### src/rtl/rv_enc_pkg.sv
// Shared definitions for the RV32I program loader.
// Holds descriptor class codes, base opcodes (also usable by the core's
// main decoder), loader error codes, the loader FSM state encoding and a
// signed range helper.
package rv_enc_pkg;

    // Descriptor class codes (9..15 are illegal)
    localparam logic [3:0] CLS_LOAD   = 4'd0;
    localparam logic [3:0] CLS_STORE  = 4'd1;
    localparam logic [3:0] CLS_RTYPE  = 4'd2;
    localparam logic [3:0] CLS_BRANCH = 4'd3;
    localparam logic [3:0] CLS_ITYPE  = 4'd4;
    localparam logic [3:0] CLS_JAL    = 4'd5;
    localparam logic [3:0] CLS_LUI    = 4'd6;
    localparam logic [3:0] CLS_AUIPC  = 4'd7;
    localparam logic [3:0] CLS_JALR   = 4'd8;

    // RV32I base opcodes
    localparam logic [6:0] OP_LOAD   = 7'b0000011;
    localparam logic [6:0] OP_STORE  = 7'b0100011;
    localparam logic [6:0] OP_RTYPE  = 7'b0110011;
    localparam logic [6:0] OP_BRANCH = 7'b1100011;
    localparam logic [6:0] OP_ITYPE  = 7'b0010011;
    localparam logic [6:0] OP_JAL    = 7'b1101111;
    localparam logic [6:0] OP_LUI    = 7'b0110111;
    localparam logic [6:0] OP_AUIPC  = 7'b0010111;
    localparam logic [6:0] OP_JALR   = 7'b1100111;

    // Loader error codes
    localparam logic [1:0] ERR_NONE     = 2'b00;
    localparam logic [1:0] ERR_ILLEGAL  = 2'b01;
    localparam logic [1:0] ERR_RANGE    = 2'b10;
    localparam logic [1:0] ERR_OVERFLOW = 2'b11;

    typedef enum logic [1:0] {
        ST_IDLE  = 2'd0,
        ST_WRITE = 2'd1,
        ST_DONE  = 2'd2,
        ST_ERROR = 2'd3
    } state_t;

    // True when lo <= v <= hi (signed)
    function automatic logic in_range(input logic signed [31:0] v,
                                      input logic signed [31:0] lo,
                                      input logic signed [31:0] hi);
        return (v >= lo) && (v <= hi);
    endfunction

endpackage

### src/rtl/rv_instr_pack.sv
// Combinational RV32I instruction packer.
// Ports:
//   cls, rd, rs1, rs2, funct3, alt, imm : decoded descriptor
//   word      : packed 32-bit instruction
//   illegal   : unsupported class or funct3 for that class
//   range_err : immediate outside the encodable range / misaligned
// Both flags may be set together; the consumer decides priority.
module rv_instr_pack
    import rv_enc_pkg::*;
(
    input  logic [3:0]  cls,
    input  logic [4:0]  rd,
    input  logic [4:0]  rs1,
    input  logic [4:0]  rs2,
    input  logic [2:0]  funct3,
    input  logic        alt,
    input  logic [31:0] imm,
    output logic [31:0] word,
    output logic        illegal,
    output logic        range_err
);

    logic signed [31:0] simm;
    assign simm = imm;

    always_comb begin
        word      = '0;
        illegal   = 1'b0;
        range_err = 1'b0;
        case (cls)
            CLS_LOAD: begin
                // legal widths: LB LH LW LBU LHU
                illegal   = (funct3 == 3'b011) || (funct3[2:1] == 2'b11);
                range_err = !in_range(simm, -32'sd2048, 32'sd2047);
                word      = {imm[11:0], rs1, funct3, rd, OP_LOAD};
            end
            CLS_STORE: begin
                illegal   = (funct3 > 3'b010);
                range_err = !in_range(simm, -32'sd2048, 32'sd2047);
                word      = {imm[11:5], rs2, rs1, funct3, imm[4:0], OP_STORE};
            end
            CLS_RTYPE: begin
                word = {(alt ? 7'b0100000 : 7'b0000000), rs2, rs1, funct3, rd, OP_RTYPE};
            end
            CLS_BRANCH: begin
                illegal   = (funct3[2:1] == 2'b01);
                range_err = !in_range(simm, -32'sd4096, 32'sd4094) || imm[0];
                word      = {imm[12], imm[10:5], rs2, rs1, funct3,
                             imm[4:1], imm[11], OP_BRANCH};
            end
            CLS_ITYPE: begin
                if (funct3[1:0] == 2'b01) begin
                    // SLLI/SRLI/SRAI: shamt is an unsigned 5-bit field
                    range_err = |imm[31:5];
                    word      = {1'b0, alt, 5'b00000, imm[4:0], rs1, funct3, rd, OP_ITYPE};
                end else begin
                    range_err = !in_range(simm, -32'sd2048, 32'sd2047);
                    word      = {imm[11:0], rs1, funct3, rd, OP_ITYPE};
                end
            end
            CLS_JAL: begin
                range_err = !in_range(simm, -32'sd1048576, 32'sd1048574) || imm[0];
                word      = {imm[20], imm[10:1], imm[11], imm[19:12], rd, OP_JAL};
            end
            CLS_LUI: begin
                range_err = |imm[11:0];
                word      = {imm[31:12], rd, OP_LUI};
            end
            CLS_AUIPC: begin
                range_err = |imm[11:0];
                word      = {imm[31:12], rd, OP_AUIPC};
            end
            CLS_JALR: begin
                range_err = !in_range(simm, -32'sd2048, 32'sd2047);
                word      = {imm[11:0], rs1, 3'b000, rd, OP_JALR};
            end
            default: begin
                illegal = 1'b1;
            end
        endcase
    end

endmodule

### src/rtl/instr_encoder_loader.sv
// Boot-time program loader: accepts instruction descriptors on a
// valid/ready stream, packs them into RV32I words and writes them
// sequentially into instruction memory starting at BASE_ADDR.
// Ports:
//   clk, reset            : clock, synchronous active-high reset
//   in_valid/in_ready     : descriptor handshake (ready only in IDLE)
//   in_class..in_imm      : descriptor fields, in_last marks the final one
//   mem_we/addr/wdata     : instruction memory write port
//   load_done             : program fully written (sticky until reset)
//   enc_error, err_code   : sticky error flag and cause
module instr_encoder_loader
    import rv_enc_pkg::*;
#(
    parameter int          ADDR_W    = 10,
    parameter int unsigned BASE_ADDR = 0,
    parameter int unsigned DEPTH     = 256
) (
    input  logic              clk,
    input  logic              reset,
    input  logic              in_valid,
    output logic              in_ready,
    input  logic [3:0]        in_class,
    input  logic [4:0]        in_rd,
    input  logic [4:0]        in_rs1,
    input  logic [4:0]        in_rs2,
    input  logic [2:0]        in_funct3,
    input  logic              in_alt,
    input  logic [31:0]       in_imm,
    input  logic              in_last,
    output logic              mem_we,
    output logic [ADDR_W-1:0] mem_addr,
    output logic [31:0]       mem_wdata,
    output logic              load_done,
    output logic              enc_error,
    output logic [1:0]        err_code
);

    localparam int CNT_W = $clog2(DEPTH + 1);

    state_t             state, state_next;
    logic [CNT_W-1:0]   count;
    logic [31:0]        word_r;
    logic               last_r;
    logic [31:0]        pack_word;
    logic               pack_illegal;
    logic               pack_range;
    logic               at_limit;

    rv_instr_pack u_pack (
        .cls       (in_class),
        .rd        (in_rd),
        .rs1       (in_rs1),
        .rs2       (in_rs2),
        .funct3    (in_funct3),
        .alt       (in_alt),
        .imm       (in_imm),
        .word      (pack_word),
        .illegal   (pack_illegal),
        .range_err (pack_range)
    );

    // The word being written now is the last one that fits
    assign at_limit  = (32'(count) + 32'd1) == DEPTH;
    assign mem_wdata = word_r;

    always_comb begin
        state_next = state;
        in_ready   = 1'b0;
        mem_we     = 1'b0;
        load_done  = 1'b0;
        enc_error  = 1'b0;
        case (state)
            ST_IDLE: begin
                in_ready = 1'b1;
                if (in_valid) begin
                    state_next = (pack_illegal || pack_range) ? ST_ERROR : ST_WRITE;
                end
            end
            ST_WRITE: begin
                mem_we = 1'b1;
                if (last_r)        state_next = ST_DONE;
                else if (at_limit) state_next = ST_ERROR;
                else               state_next = ST_IDLE;
            end
            ST_DONE: begin
                load_done = 1'b1;
            end
            ST_ERROR: begin
                enc_error = 1'b1;
            end
            default: begin
                state_next = ST_IDLE;
            end
        endcase
    end

    always_ff @(posedge clk) begin
        if (reset) begin
            state    <= ST_IDLE;
            count    <= '0;
            mem_addr <= ADDR_W'(BASE_ADDR);
            word_r   <= '0;
            last_r   <= 1'b0;
            err_code <= ERR_NONE;
        end else begin
            state <= state_next;
            if (state == ST_IDLE && in_valid) begin
                // illegal descriptor outranks a range fault
                if (pack_illegal) begin
                    err_code <= ERR_ILLEGAL;
                end else if (pack_range) begin
                    err_code <= ERR_RANGE;
                end else begin
                    word_r <= pack_word;
                    last_r <= in_last;
                end
            end
            if (state == ST_WRITE) begin
                count    <= count + 1'b1;
                mem_addr <= mem_addr + ADDR_W'(4);
                if (!last_r && at_limit) err_code <= ERR_OVERFLOW;
            end
        end
    end

endmodule

### config.mk
export PLATFORM = sky130hd
export DESIGN_NAME = instr_encoder_loader
export DESIGN_NICKNAME = d
export VERILOG_FILES = /design/src/rtl/rv_enc_pkg.sv /design/src/rtl/rv_instr_pack.sv /design/src/rtl/instr_encoder_loader.sv
export SDC_FILE = /design/constraint.sdc
export NUM_CORES = 1
export LEC_CHECK = 0
export BUFFER_PORTS_ARGS = -buffer_cell sky130_fd_sc_hd__buf_2
export CORE_MARGIN = 1
export CORE_UTILIZATION = 46
export CTS_CLUSTER_SIZE = 24
export DETAILED_ROUTE_END_ITERATION = 10
export PLACE_DENSITY = 0.77
export SYNTH_ARGS = -nofsm -noshare
export SYNTH_HDL_FRONTEND = slang
export SYNTH_HIERARCHICAL = 1
export SYNTH_SLANG_ARGS = --single-unit
### constraint.sdc
create_clock -name clk -period 2.3 [get_ports clk]
set_clock_uncertainty 0.15 [all_clocks]
set_input_delay 0.23 -clock clk [delete_from_list [all_inputs] [get_ports clk]]
set_output_delay 0.23 -clock clk [all_outputs]
set_load 0.02 [all_outputs]
Word level (Yosys, flattened, before mapping)
Index checks and enable logic that the tools add are counted.
{"block": "word_totals", "reg_bits": 56, "input_bits": 59, "output_inout_bits": 48, "elab_cells": 78}
{"block": "classes", "add_sub_neg": 3, "magnitude_cmp": 7, "n_eq_ne": 17, "mux": 20, "n_bitwise": 2, "reduce_logical": 23}
{"cell": "one-hot mux 32 bit (9 select lines)", "n": 1}
{"cell": "greater-or-equal comparator 32 x 12 -> 1 bit (second input constant)", "n": 1}
{"cell": "greater-or-equal comparator 32 x 13 -> 1 bit (second input constant)", "n": 1}
{"cell": "greater-or-equal comparator 32 x 21 -> 1 bit (second input constant)", "n": 1}
{"cell": "<= comparator 32 x 12 -> 1 bit (second input constant)", "n": 1}
{"cell": "<= comparator 32 x 13 -> 1 bit (second input constant)", "n": 1}
{"cell": "<= comparator 32 x 21 -> 1 bit (second input constant)", "n": 1}
{"cell": "2-to-1 mux 32 bit", "n": 1}
{"cell": "OR reduction 27 bit", "n": 1}
{"cell": "2-to-1 mux 2 bit", "n": 9}
{"cell": "equality test 4 x 3 -> 1 bit (second input constant)", "n": 4}
{"cell": "OR reduction 12 bit", "n": 1}
{"cell": "adder 10 x 3 -> 10 bit (second input constant)", "n": 1}
{"cell": "adder 9 x 1 -> 10 bit (second input constant)", "n": 1}
{"cell": "equality test 10 x 9 -> 1 bit (second input constant)", "n": 1}
{"cell": "adder 9 x 1 -> 9 bit (second input constant)", "n": 1}
{"cell": "equality test 4 x 2 -> 1 bit (second input constant)", "n": 2}
{"cell": "equality test 2 x 1 -> 1 bit (second input constant)", "n": 3}
{"cell": "equality test 2 bit (second input constant)", "n": 3}
{"cell": "2-to-1 mux 6 bit", "n": 1}
{"cell": "OR reduction 6 bit", "n": 1}
{"cell": "logical AND 1 bit", "n": 5}
{"cell": "2-to-1 mux 1 bit", "n": 5}
{"cell": "one-hot mux 1 bit (5 select lines)", "n": 1}
{"cell": "other kinds (17)", "n": 24}

Depth between registers and ports, before layout
{"block": "logic_depth", "depth_word": 10, "depth_mapped": 12, "ltp_nobuf": 9}

Modules after synthesis
Netlist, hierarchy kept.
{"module": "instr_encoder_loader", "instances": 1, "cells_per_inst": 278, "area_per_inst_um2": 2234.6, "seq_area_each_um2": 1081.0}
{"module": "rv_instr_pack", "instances": 1, "cells_per_inst": 142, "area_per_inst_um2": 889.6, "seq_area_each_um2": 0.0}

Worst setup path after synthesis
OpenSTA, ideal clock, no wires.
{"block": "synth_timing", "path_type": "input to register", "from": "in in_imm[28]", "to": "reg word_r[25], in the netlist mem_wdata[25]", "setup_time_ps": 70, "t_arrival_ps": 2340, "t_required_ps": 2080, "slack_ps": -260, "cell_stages": 11, "n_path_buf": 2, "path_cell_list": "nor4_2 nand3_1 o21bai_1 a22oi_1 or4_1 nor2_1 and3_1 clkbuf_1 clkbuf_1 nand2_1 a21oi_1"}
{"block": "synth_via", "elab_chain_cells": 7, "elab_cells_between_ends": 19, "classes_between": "6 x order compare; 2 x mux; 1 x bitwise; 10 x reduce/logical"}
{"element": "start: declaration", "line_no": "instr_encoder_loader.sv:28", "text": "input logic [31:0] in_imm,"}
{"element": "greater-or-equal comparator 32 x 12 -> 1 bit (tied with other cells)", "line_no": "rv_enc_pkg.sv:46", "text": "return (v >= lo) && (v <= hi);"}
{"element": "logical AND 1 bit", "line_no": "rv_enc_pkg.sv:46"}
{"element": "zero test 1 bit, on equally long branches"}
{"element": "2-to-1 mux 1 bit (tied with other cells)", "line_no": "rv_instr_pack.sv:52", "text": "if (funct3[1:0] == 2'b01) begin"}
{"element": "one-hot mux 1 bit (5 select lines) *", "line_no": "rv_instr_pack.sv:30", "text": "case (cls)"}
{"element": "via pack_range", "line_no": "instr_encoder_loader.sv:46", "text": "logic pack_range;"}
{"element": "NOT 1 bit (no line) *"}
{"element": "AND reduction 3 bit (no line) *"}
{"element": "end signal: assignment", "line_no": "instr_encoder_loader.sv:114", "text": "word_r <= pack_word;"}
{"element": "end: declaration", "line_no": "instr_encoder_loader.sv:42", "text": "logic [31:0] word_r;"}
The timed path passes the listed nets; every way through them passes the cells marked *.
A chain may end at the register's enable or synchronous reset.

Worst setup path after layout
{"block": "layout_timing", "from": "in in_imm[23]", "to": "reg word_r[12], in the netlist mem_wdata[12]"}
Same word-level chain as after synthesis.

==> impl_metrics.toml <==
[sta]
slew_headroom_pct = 58.2
final_max_slew_viol_count = 0
clock.fmax_ghz = 0.436
fin_worst_hold_slack_ps = 23.6
share_of_the_clock_period_used_by_the_worst_path_pct = 99.8
setup-violations-final = 0
max_slew.worst_pin.slew_ps = 627
report.final.hold_viol_count = 0
period_minus_slack_ps = 2300
unrepaired_setup_endpoints_after_global_routing = "true"

[drt]
drcViolationCount = 18
route.final.wire_length_mm = 9.83
route.layer.met1.wl_mm = 4.35
wl_per_cell_um = 15.3
maxUsedRoutingLayer = "met4"
post_drt_via_cell_ratio = 5.76
via_count = 3704
met2_length_mm = 4.56
routed-wl-met3_um = 743
drt_pre_antenna_iters = 8
drt_first_iter_violations = 264
drt.antenna.violating_nets = 0

[synth]
yosys_warns = 6
synthFlopType = "sky130_fd_sc_hd__dfxtp_1"
synth-seq-cells = 54
post_synth_edffs = 0
synth_top_cells_by_area = "sky130_fd_sc_hd__dfxtp_1 35%, sky130_fd_sc_hd__nand2_1 11%, sky130_fd_sc_hd__a21oi_1 8.5%, sky130_fd_sc_hd__a22o_1 3.9%, sky130_fd_sc_hd__nor2_1 3.5%"
ys_top_cells_by_count = "90 x sky130_fd_sc_hd__nand2_1, 54 x sky130_fd_sc_hd__dfxtp_1, 53 x sky130_fd_sc_hd__a21oi_1"
synth.largest_area_cell = "sky130_fd_sc_hd__dfxtp_1"
synth_area_per_cell_um2 = 7.44
ys_types = 57
netlist_instances = 420
async_reset_ff_share_pct = 0
synthDominantCellAreaShare_pct = 34.6
synth_most_common_cell = "sky130_fd_sc_hd__nand2_1"
synth_area_um2 = 3120
yosysSeqAreaShare_pct = 34.6

[setup_path]
timing_worst_setup_path_type = "input port to flop"
r2r_slack_ps = 140
reg2reg_depth = 6
startpoint_class_of_the_critical_path = "input port"
critical_path_peak_fanout = 6
timing.critical_path.arrival_ps = 2390
cp-end-kind = "flop"
crit_required_ps = 2390

[clocking]
max-clock-path-buffers = 2
cts.clk_slew.worst_paths_ps = 100
cts_htree_levels = 2
ctsHoldBuffers = 0
insertion_delay_ps = 310
tritoncts_num_sinks = 54
cts_made_buffers = 5
clockRootBuffer = "sky130_fd_sc_hd__clkbuf_8"
clock_tree_from_tritoncts = "done"

[floorplan]
floorplan.die_area_um2 = 7130
initial_utilization_pct = 48.4
height_of_the_die_um = 84.4
row_count = 29
floorplan.core_area_um2 = 6460
floorplan.die.width_um = 84.4
ios = 107

[final_layout]
final_core_util_pct = 68.4
drive_gt1_share_pct = 37.5
design.final.nets = 627
antennaDiodeCount = 0
area_growth_synth_to_finish_pct = 41.4
n_fill_cell = 544

[global_route]
grt-ovfl-total = 0
global_route_wire_length_before_repair_mm = 15.3
pin_count_of_the_biggest_net_entering_global_routing = 32
first_global_vias = 3352
number_of_antenna_violations_at_the_first_check_in_global_routing = 0
grtUsageTotal_pct = 26.3

[place]
gpl.final_weighted_congestion = 0.972
port_buffer_count = 104
hpwl_mm = 7.09

[run]
cap_violations = 0

[run_status]
status = "finished with violations"
violations = "design-rule violations"

[power]
max-vdd-ir-drop_mv = 0.412
ratio_of_total_power_to_cell_area_nw_per_um2 = 474
fin_total_pwr_mw = 2.09
p_leak_nw = 1.91

[min_path]
min_path_type = "input port to flop"
hold_depth = 3
[path summary, 6_finish.rpt]
kind,to,start
hold / removal,last_r,in_last
setup reg to reg,state[1],count[0]
setup / recovery,mem_wdata[12],in_imm[23]
hold reg to reg,mem_wdata[5],mem_wdata[5]
[logic make-up (layout without fill, tap and decap cells)]
family	count (synthesis)	count (layout)	share of synthesized area, %
flops	54	54	34.6
buf+inv	36	181	4.97
simple gates	204	204	32.5
compound gates	106	106	21.9
fa+ha+maj	3	3	1.20
mux	3	3	1.04
other cells	1	2	0.120
xor+xnor	13	13	3.64
[placed cells by master, fill, tap and decap left out, types with 6 or more instances in the layout]
master,count
sky130_fd_sc_hd__a21oi_1,47
sky130_fd_sc_hd__inv_1,7
sky130_fd_sc_hd__nor2b_1,6
sky130_fd_sc_hd__nand2_1,87
sky130_fd_sc_hd__buf_4,56
sky130_fd_sc_hd__nand3_1,9
sky130_fd_sc_hd__nor2_1,28
sky130_fd_sc_hd__a21oi_2,6
sky130_fd_sc_hd__nand4_1,15
sky130_fd_sc_hd__buf_2,100
sky130_fd_sc_hd__dfxtp_1,54
sky130_fd_sc_hd__nand2b_1,7
sky130_fd_sc_hd__a22o_1,14
sky130_fd_sc_hd__nor3_1,10
sky130_fd_sc_hd__o21ai_0,10
sky130_fd_sc_hd__xnor2_1,6
sky130_fd_sc_hd__xor2_1,7
[worst max-delay path, stage by stage]
cell and delay (ps):
sky130_fd_sc_hd__buf_8 100, sky130_fd_sc_hd__nor4_4 310, sky130_fd_sc_hd__nand3_2 160, sky130_fd_sc_hd__o21bai_1 180
sky130_fd_sc_hd__a22oi_1 90, sky130_fd_sc_hd__or4_4 570, sky130_fd_sc_hd__nor2_4 100, sky130_fd_sc_hd__and3_4 270
sky130_fd_sc_hd__clkbuf_16 180, sky130_fd_sc_hd__nand2_2 60, sky130_fd_sc_hd__a21oi_2 130
[power breakdown]
part	switching [mW]	total, mW	internal [mW]	leakage [nW]
Combinational	0.301	0.547	0.246	1.43
Sequential	0.0214	0.985	0.963	0.437
Clock	0.342	0.561	0.219	0.0408
Total	0.664	2.09	1.43	1.91
[metal layers]
metal,vias to the layer above,global-route usage (%)
met5,-,0
met4,0,7.09
met3,16,4.33
met2,178,44.7
met1,1733,34.7
li1,1777,-
[metrics by stage]
step           instances  TNS (ps)  setup slack, ps  area [µm²]
2_1_floorplan        421         0             10.3        3170
3_3_place_gp         632     -7060             -220        4100
3_5_place_dp         632    -10670             -342        4100
4_1_cts              640         0             3.89        4220
5_1_grt              643     -2310             -103        4420
6_report             643         0             4.81        4420
[state kept, by name, summed over array words and instances (netlist names)]
| signal | cells |
|---|---|
| mem_wdata | 32 |
| count | 9 |
| mem_addr | 8 |
| err_code | 2 |
| state | 2 |
| last_r | 1 |
[layout make-up]
cell class | instances | area, µm² | share of cell area, %
tap | 77 | 96.3 | 2.18
sequential | 54 | 1080 | 24.5
multi-input combinational | 331 | 2030 | 46.0
clock inverter | 3 | 23.8 | 0.538
timing repair buffer | 166 | 1090 | 24.7
clock buffer | 5 | 68.8 | 1.56
inverter | 7 | 26.3 | 0.595
[what timing repair did]
item                       CTS  global route
setup endpoints to repair    8            37
cloned                       0             3
resized for setup            3            34
setup buffers                0             0
pin swaps                    1             7
Power figures use the tool's default switching activity.
